`src/rtl/pipe_stage_buf.sv`:
```
// Multi-lane pipeline stage register with a valid/ready handshake, optional
// 2-entry skid buffer, synchronous flush and a saturating stall counter.

module pipe_stage_lane #(
    parameter int DATA_W = 64
) (
    input  logic              clk,
    input  logic              rst,
    input  logic              in_vld,
    input  logic [DATA_W-1:0] in_data,
    input  logic              ld_main_in,
    input  logic              ld_main_skid,
    input  logic              ld_skid_in,
    input  logic              clr_main,
    input  logic              clr_skid,
    output logic              out_vld,
    output logic [DATA_W-1:0] out_data
);
    logic              main_vld_q, main_vld_d;
    logic [DATA_W-1:0] main_data_q, main_data_d;
    logic              skid_vld_q, skid_vld_d;
    logic [DATA_W-1:0] skid_data_q, skid_data_d;

    always_comb begin
        main_vld_d  = main_vld_q;
        main_data_d = main_data_q;
        skid_vld_d  = skid_vld_q;
        skid_data_d = skid_data_q;
        if (ld_main_in) begin
            main_vld_d  = in_vld;
            main_data_d = in_data;
        end else if (ld_main_skid) begin
            main_vld_d  = skid_vld_q;
            main_data_d = skid_data_q;
        end
        if (clr_main) main_vld_d = 1'b0;
        if (ld_skid_in) begin
            skid_vld_d  = in_vld;
            skid_data_d = in_data;
        end
        if (clr_skid) skid_vld_d = 1'b0;
    end

    always_ff @(posedge clk or posedge rst) begin
        if (rst) begin
            main_vld_q  <= 1'b0;
            main_data_q <= '0;
            skid_vld_q  <= 1'b0;
            skid_data_q <= '0;
        end else begin
            main_vld_q  <= main_vld_d;
            main_data_q <= main_data_d;
            skid_vld_q  <= skid_vld_d;
            skid_data_q <= skid_data_d;
        end
    end

    assign out_vld  = main_vld_q;
    assign out_data = main_data_q;
endmodule

module pipe_stage_buf #(
    parameter int DATA_W = 64,
    parameter int LANES  = 1,
    parameter int SKID   = 1
) (
    input  logic                    clk,
    input  logic                    rst,
    input  logic                    flush,
    input  logic [LANES-1:0]        in_valid,
    input  logic [LANES*DATA_W-1:0] in_data,
    output logic                    in_ready,
    output logic [LANES-1:0]        out_valid,
    output logic [LANES*DATA_W-1:0] out_data,
    input  logic                    out_ready,
    output logic [31:0]             stall_cnt
);
    typedef enum logic [1:0] {EMPTY, ONE, TWO} state_e;

    state_e      state_q, state_d;
    logic        in_ready_q, in_ready_d;
    logic [31:0] stall_cnt_q, stall_cnt_d;
    logic        in_fire, out_fire;
    logic        ld_main_in, ld_main_skid, ld_skid_in, clr_main, clr_skid;

    // Without the skid entry, ready must see out_ready directly to keep full rate.
    assign in_ready = (SKID != 0) ? in_ready_q : ((state_q == EMPTY) | out_ready);
    assign in_fire  = (|in_valid) & in_ready & ~flush;
    assign out_fire = (|out_valid) & out_ready & ~flush;

    always_comb begin
        state_d      = state_q;
        ld_main_in   = 1'b0;
        ld_main_skid = 1'b0;
        ld_skid_in   = 1'b0;
        clr_main     = 1'b0;
        clr_skid     = 1'b0;
        if (flush) begin
            state_d  = EMPTY;
            clr_main = 1'b1;
            clr_skid = 1'b1;
        end else begin
            case (state_q)
                EMPTY: if (in_fire) begin
                    state_d    = ONE;
                    ld_main_in = 1'b1;
                end
                ONE: begin
                    if (in_fire && (out_fire || SKID == 0)) begin
                        ld_main_in = 1'b1;
                    end else if (in_fire) begin
                        state_d    = TWO;
                        ld_skid_in = 1'b1;
                    end else if (out_fire) begin
                        state_d  = EMPTY;
                        clr_main = 1'b1;
                    end
                end
                TWO: if (out_fire) begin
                    state_d      = ONE;
                    ld_main_skid = 1'b1;
                    clr_skid     = 1'b1;
                end
                default: state_d = EMPTY;
            endcase
        end
        in_ready_d = (state_d != TWO);
    end

    always_comb begin
        stall_cnt_d = stall_cnt_q;
        if ((|out_valid) && !out_ready && !flush && !(&stall_cnt_q))
            stall_cnt_d = stall_cnt_q + 32'd1;
    end

    always_ff @(posedge clk or posedge rst) begin
        if (rst) begin
            state_q     <= EMPTY;
            in_ready_q  <= 1'b1;
            stall_cnt_q <= '0;
        end else begin
            state_q     <= state_d;
            in_ready_q  <= in_ready_d;
            stall_cnt_q <= stall_cnt_d;
        end
    end

    assign stall_cnt = stall_cnt_q;

    for (genvar i = 0; i < LANES; i++) begin : g_lane
        pipe_stage_lane #(.DATA_W(DATA_W)) u_lane (
            .clk         (clk),
            .rst         (rst),
            .in_vld      (in_valid[i]),
            .in_data     (in_data[i*DATA_W +: DATA_W]),
            .ld_main_in  (ld_main_in),
            .ld_main_skid(ld_main_skid),
            .ld_skid_in  (ld_skid_in),
            .clr_main    (clr_main),
            .clr_skid    (clr_skid),
            .out_vld     (out_valid[i]),
            .out_data    (out_data[i*DATA_W +: DATA_W])
        );
    end
endmodule

```
`config.mk`:
```
export PLATFORM = sky130hd
export DESIGN_NAME = pipe_stage_buf
export DESIGN_NICKNAME = d
export VERILOG_FILES = /design/src/rtl/pipe_stage_buf.sv
export SDC_FILE = /design/constraint.sdc
export NUM_CORES = 1
export LEC_CHECK = 0
export BUFFER_PORTS_ARGS = -buffer_cell sky130_fd_sc_hd__buf_2
export CAP_MARGIN = 15
export CORE_UTILIZATION = 55
export CTS_CLUSTER_DIAMETER = 30
export DETAILED_ROUTE_END_ITERATION = 10
export PLACE_DENSITY = 0.92
export SLEW_MARGIN = 40
export SYNTH_ARGS = -nofsm -noshare
export SYNTH_HDL_FRONTEND = slang
export SYNTH_HIERARCHICAL = 1
export SYNTH_SLANG_ARGS = --single-unit
export TNS_END_PERCENT = 50
```
`constraint.sdc`:
```
create_clock -name clk -period 9.25 [get_ports clk]
set_input_delay 0.4625 -clock clk [delete_from_list [all_inputs] [get_ports clk]]
set_output_delay 0.4625 -clock clk [all_outputs]
set_load 0.02 [all_outputs]
```
-- Word-level counts from Yosys, hierarchy flattened
Cells that the tools add are included.
- add/sub/neg operators: 1
- eq/ne operators: 3
- mux-type cells: 29
- bitwise gates (word level): 5
- reduce and logical (&&, ||, !) cells: 12
- operators with widths (kind ; number):
    64-bit two-way mux ; 2
    32-bit by 1-bit adder with 32-bit output (second input constant) ; 1
    32-bit AND reduction ; 1
    1-bit two-way mux ; 19
    2-bit two-way mux ; 6
    2-bit case mux with 3 select lines ; 1
    1-bit AND ; 4
    1-bit logical AND ; 4
    2-bit nonzero test ; 2
    1-bit zero test ; 3
    3-bit nonzero test ; 1
    2-bit by 1-bit == test with 1-bit output (second input constant) ; 1
    2-bit == test (second input constant) ; 1
    2-bit zero test ; 1
    2-bit inequality test (second input constant) ; 1
    1-bit case mux with 2 select lines ; 1
    1-bit inverter ; 1
- bits in registers: 165
- bits of input ports: 69
- output and inout port bits: 98
- logic and storage cells: 57

-- Logic depth before layout (Yosys ltp)
- word-level depth: 8
- depth in mapped cells: 7
- depth with buffers taken out: 6

-- Cells and area by module
The synthesis kept the hierarchy.
- modules (own cells, without submodules) (module ; instances ; cells each ; area an instance (µm²) ; seq. area each (µm²)):
    pipe_stage_lane ; 1 ; 421 ; 5426.5 ; 3253.1
    pipe_stage_buf ; 1 ; 172 ; 1764.2 ; 877.1

-- Least setup slack after synthesis
Ideal clock, no wire load.
- kind: register to register
- start: register stall_cnt_q[21] (netlist: stall_cnt[21])
- end: register stall_cnt_q[1] (netlist: stall_cnt[1])
- library setup time: 128 ps
- arrival time: 2014 ps
- data required time: 9122 ps
- setup slack: 7109 ps
- stages on the path, launching flop included: 6
- buffers on the path: 1
- clock period less this slack: 2141 ps
- cell sequence: dfrtp_1 -> nand4_1 -> or4_4 -> o31ai_4 -> buf_6 -> mux2_1
- cells in the longest elaborated chain, start to end: 3
- ends and longest elaborated chain (item ; RTL line ; source):
    start: declaration ; 82 ; logic [31:0] stall_cnt_q, stall_cnt_d;
    start signal: assignment ; 144 ; stall_cnt_q <= stall_cnt_d;
    32-bit AND reduction ; 132 ; if ((|out_valid) && !out_ready && !flush && !(&stall_cnt_q))
    1-bit zero test ; 132 ;
    1-bit logical AND ; 132 ;
No other way between the ends.
A chain may end at the register's enable or synchronous reset.

-- Worst setup path in the final report
- start: register g_lane[0].u_lane.main_vld_q
- end: register g_lane[0].u_lane.main_vld_q
- cells in the longest elaborated chain, start to end: 8
- elaborated cells on any way between the ends: 16
- those cells by class: 12 x mux; 2 x bitwise; 2 x reduce/logical
- ends and longest elaborated chain (item ; RTL line ; source):
    start: declaration ; 19 ; logic main_vld_q, main_vld_d;
    start signal: assignment ; 51 ; main_vld_q <= main_vld_d;
    1-bit AND * (2 in series) ; 89 ; assign out_fire = (|out_valid) & out_ready & ~flush;
    1-bit logical AND * ; 109 ; if (in_fire && (out_fire || SKID == 0)) begin
    1-bit two-way mux * ; 109 ;
    1-bit case mux with 2 select lines * ; 103 ; case (state_q)
    1-bit two-way mux * ; 98 ; if (flush) begin
    named net ld_main_in ; 84 ; logic ld_main_in, ld_main_skid, ld_skid_in, clr_main, clr_skid;
    1-bit two-way mux ; 29 ; if (ld_main_in) begin
    1-bit two-way mux ; 36 ; if (clr_main) main_vld_d = 1'b0;
Mark *: on every way through the listed nets, which the timed path passes. The rest lies on a longest branch.

==> metrics.cfg <==
[outcome]
status=completed

[cts]
cts_resized=0
numCtsBuffers=17
insertion_delay_ns=0.42
clk_pin_slew_ns=0.06
htreeDepth=4
ctsLongestPathBuffers=2
postCtsSetupRepairBufs=0
cts.hold.buffers_added=0
cts_tree=built
cts_sinks=165
root_buffer=clkbuf_16

[synth]
yosys.area_share.xor_xnor=0.0365
avgSynthCellArea_um2=12.1
yosys.area_share.simple=0.102
synth_compound_area_frac=0.0566
yosys_warnings=6
synth_top_family_by_area=multiplexers
syn_inst=593
synth_fa_ha_area_frac=0.00174
ys_ff_latch=165
seq_area_frac_synth=0.574
muxShareOfSynthArea=0.194
syn-num-nets=663
synth.distinct_cells=40
synth_area_um2=7190

[placed_design]
dp.cells=907
place_congestion=0.842
dp_hpwl_mm=9.81
io_buffers=166

[global_route]
grt_pass1_vias=4897
grt_overflow=0
grt_antenna_before_repair=1
grt_max_degree=78
grt_pass1_wl_mm=23.9
grt_usage=0.231

[finish]
final_util=0.681
nets=824
drive_above_1_share=0.289
stdcell_count=940
area_delta_synth_final_pct=20.0

[sta]
fmax_mhz=367
setup_viol=0
skew_ns=0.00903
hold_violations=0
drv_slew=0
post-route-period-util=0.295
rsz0062_at_grt=false
final.setup.tns_ns=0
holdWs_ns=0.0177
max_slew_margin=0.419
fin_crit_ns=2.73
tightest_slew_ns=0.872

[setup_path]
cp.arrival_ns=3.02
path_common_cell=buf_4
path_max_fanout=66
crit_path_max_incr_delay_ns=0.62
required_ns=9.54
cp-end-kind=flop
slowest_stage=buf_4
timing.critical_path.cells=nand3b_1 > a2111oi_2 > buf_4 > buf_4 > nor2b_1 > a211oi_1
cp-start-kind=flop
worst-setup-path-type=flop to flop

[floorplan]
fp.coreArea_um2=12700
placementRows=41
die_h_um=116
initial_core_util=0.567
dieArea_um2=13500
io_pins=167
dieWidth_um=116

[drt]
via_per_inst=5.39
route.detailed.drc=0
num_vias=5066
routed_wl_mm=15.1
wire_per_inst_um=16.1
dr.pass1.iters=4
first_iter_violations=353
drtAntennaViolNets=0

[power_and_ir_drop]
intPower_mw=1.44
ir_drop_v=0.000138
power_density_nw_per_um2=241
power.static_leakage_nw=3.98
p_comb_frac=0.203
pwr-share-seq=0.487
clockPowerShare=0.310
power.switching_mw=0.639
p_sw_frac=0.308

[hold_path]
hold_path.class=primary input to asynchronous set/reset pin

[flow_run]
maxCapViolCount=0

[critical path, delay by kind of cell, from the launching register on]
kind / cells / cell delay [ns]
buffers and inverters: 2 / 1.20
and+or+nand+nor: 2 / 0.47
DFF: 1 / 0.43
AOI/OAI and AO/OA: 2 / 0.50
[layout by cell type, fill, tap and decap left out, types with 5 or more instances in the layout]
cell        synthesis  layout
dfrtp_1           164     164
mux2_2              9       9
clkbuf_16           0      17
nand3_1            16      16
o21ai_1            64      64
nand2_1            80      80
inv_1               6       5
nor3_1              9       9
mux2i_1            66      66
nor2_1             18      17
buf_2              12     166
and3_1              5       5
mux2_1             56      56
xor2_1             18      18
clkinvlp_4          0       7
nand4_1            10      10
xnor2_1            12      12
[kinds of logic (layout without fill, tap and decap cells)]
kind of cell	after synthesis	count (layout)
adders and majority gates	1	1
and+or+nand+nor	156	156
buffers and inverters	36	210
other	0	1
DFF	165	165
muxes	131	131
xor gates and xnor gates	30	30
AOI/OAI and AO/OA	74	74
[worst paths after layout]
kind / start / endpoint / slack [ns] / cells after the start
max: g_lane[0].u_lane/out_vld / g_lane[0].u_lane/out_vld / 6.52 / 6
min reg2reg: g_lane[0].u_lane/skid_data_q[32] / g_lane[0].u_lane/skid_data_q[32] / 0.49 / 1
max reg2reg: g_lane[0].u_lane/out_vld / g_lane[0].u_lane/out_vld / 6.52 / 6
min in group clk: in_data[58] / g_lane[0].u_lane/out_data[58] / 0.27 / 3
min: rst / stall_cnt[22] / 0.02 / 2
max in group asynchronous: rst / g_lane[0].u_lane/skid_data_q[58] / 8.01 / 3
[cell type report]
cell class | count | area (um2)
fill | 902 | 4040
clock inverter | 13 | 101
timing repair buffer | 172 | 887
clock buffer | 19 | 443
sequential | 165 | 4130
inverter | 6 | 25.0
tap | 172 | 215
multi-input combinational | 392 | 2830
antenna | 1 | 2.50
[per-stage QoR]
step                      total power, mW  setup slack, ns  area (um2)
after CTS                            2.09             6.47        8630
after global routing                 2.19             6.26        8630
after global placement               1.41             6.38        8070
final                                2.08             6.52        8630
after detailed placement             1.44             6.24        8090
after floorplan                      1.28             5.32        7190
[registers in the layout, indices dropped and copies added, names as in the netlist]
register and flops:
in_ready 1, g_lane.u_lane/out_vld 1, g_lane.u_lane/out_data 64, stall_cnt 32, state_q 2, g_lane.u_lane/skid_vld_q 1, g_lane.u_lane/skid_data_q 64
[power by group through the flow]
stage / sequential (mW) / combinational, mW / clock, mW
finish: 1.01 / 0.422 / 0.643
global route: 1.03 / 0.466 / 0.689
CTS: 1.01 / 0.428 / 0.657
detailed placement: 1.02 / 0.423 / 0
global placement: 1.01 / 0.405 / 0
floorplan: 1.09 / 0.192 / 0
[Yosys cell counts (all sizes together)]
| master | n | area share |
|---|---|---|
| and3 | 5 | 0.0044 |
| a2111oi | 1 | 0.0012 |
| and2 | 3 | 0.0026 |
| or3 | 1 | 0.00087 |
| clkbuf | 3 | 0.0016 |
| a41o | 1 | 0.0014 |
| a21o | 1 | 0.0010 |
| or4 | 1 | 0.0016 |
| o21bai | 1 | 0.0010 |
| nand3b | 1 | 0.0010 |
| dfstp | 1 | 0.0037 |
| mux2 | 65 | 0.10 |
| nor3 | 9 | 0.0063 |
| a211oi | 1 | 0.0010 |
| nor3b | 2 | 0.0021 |
| nor4 | 3 | 0.0047 |
| ha | 1 | 0.0017 |
| o21ai | 64 | 0.045 |
| o31a | 1 | 0.0012 |
| nand2b | 1 | 0.00087 |
| mux2i | 66 | 0.092 |
| xor2 | 18 | 0.022 |
| xnor2 | 12 | 0.015 |
| dfrtp | 164 | 0.57 |
| buf | 27 | 0.030 |
| nand3 | 16 | 0.011 |
| and4 | 2 | 0.0024 |
| o31ai | 1 | 0.0030 |
| a21oi | 3 | 0.0021 |
| nand4 | 11 | 0.010 |
| nor2 | 18 | 0.0094 |
| or2 | 1 | 0.00087 |
| nand2 | 80 | 0.042 |
| inv | 6 | 0.0031 |
| nor2b | 2 | 0.0017 |
[routing by layer]
metal,track usage,vias up,share of wire
met3,0.0566,26,0.062
met1,0.283,2492,0.42
met5,0,-,0
met2,0.394,150,0.50
met4,0.0897,0,0.017
li1,-,2398,-
(Power assumes the default switching activity.)
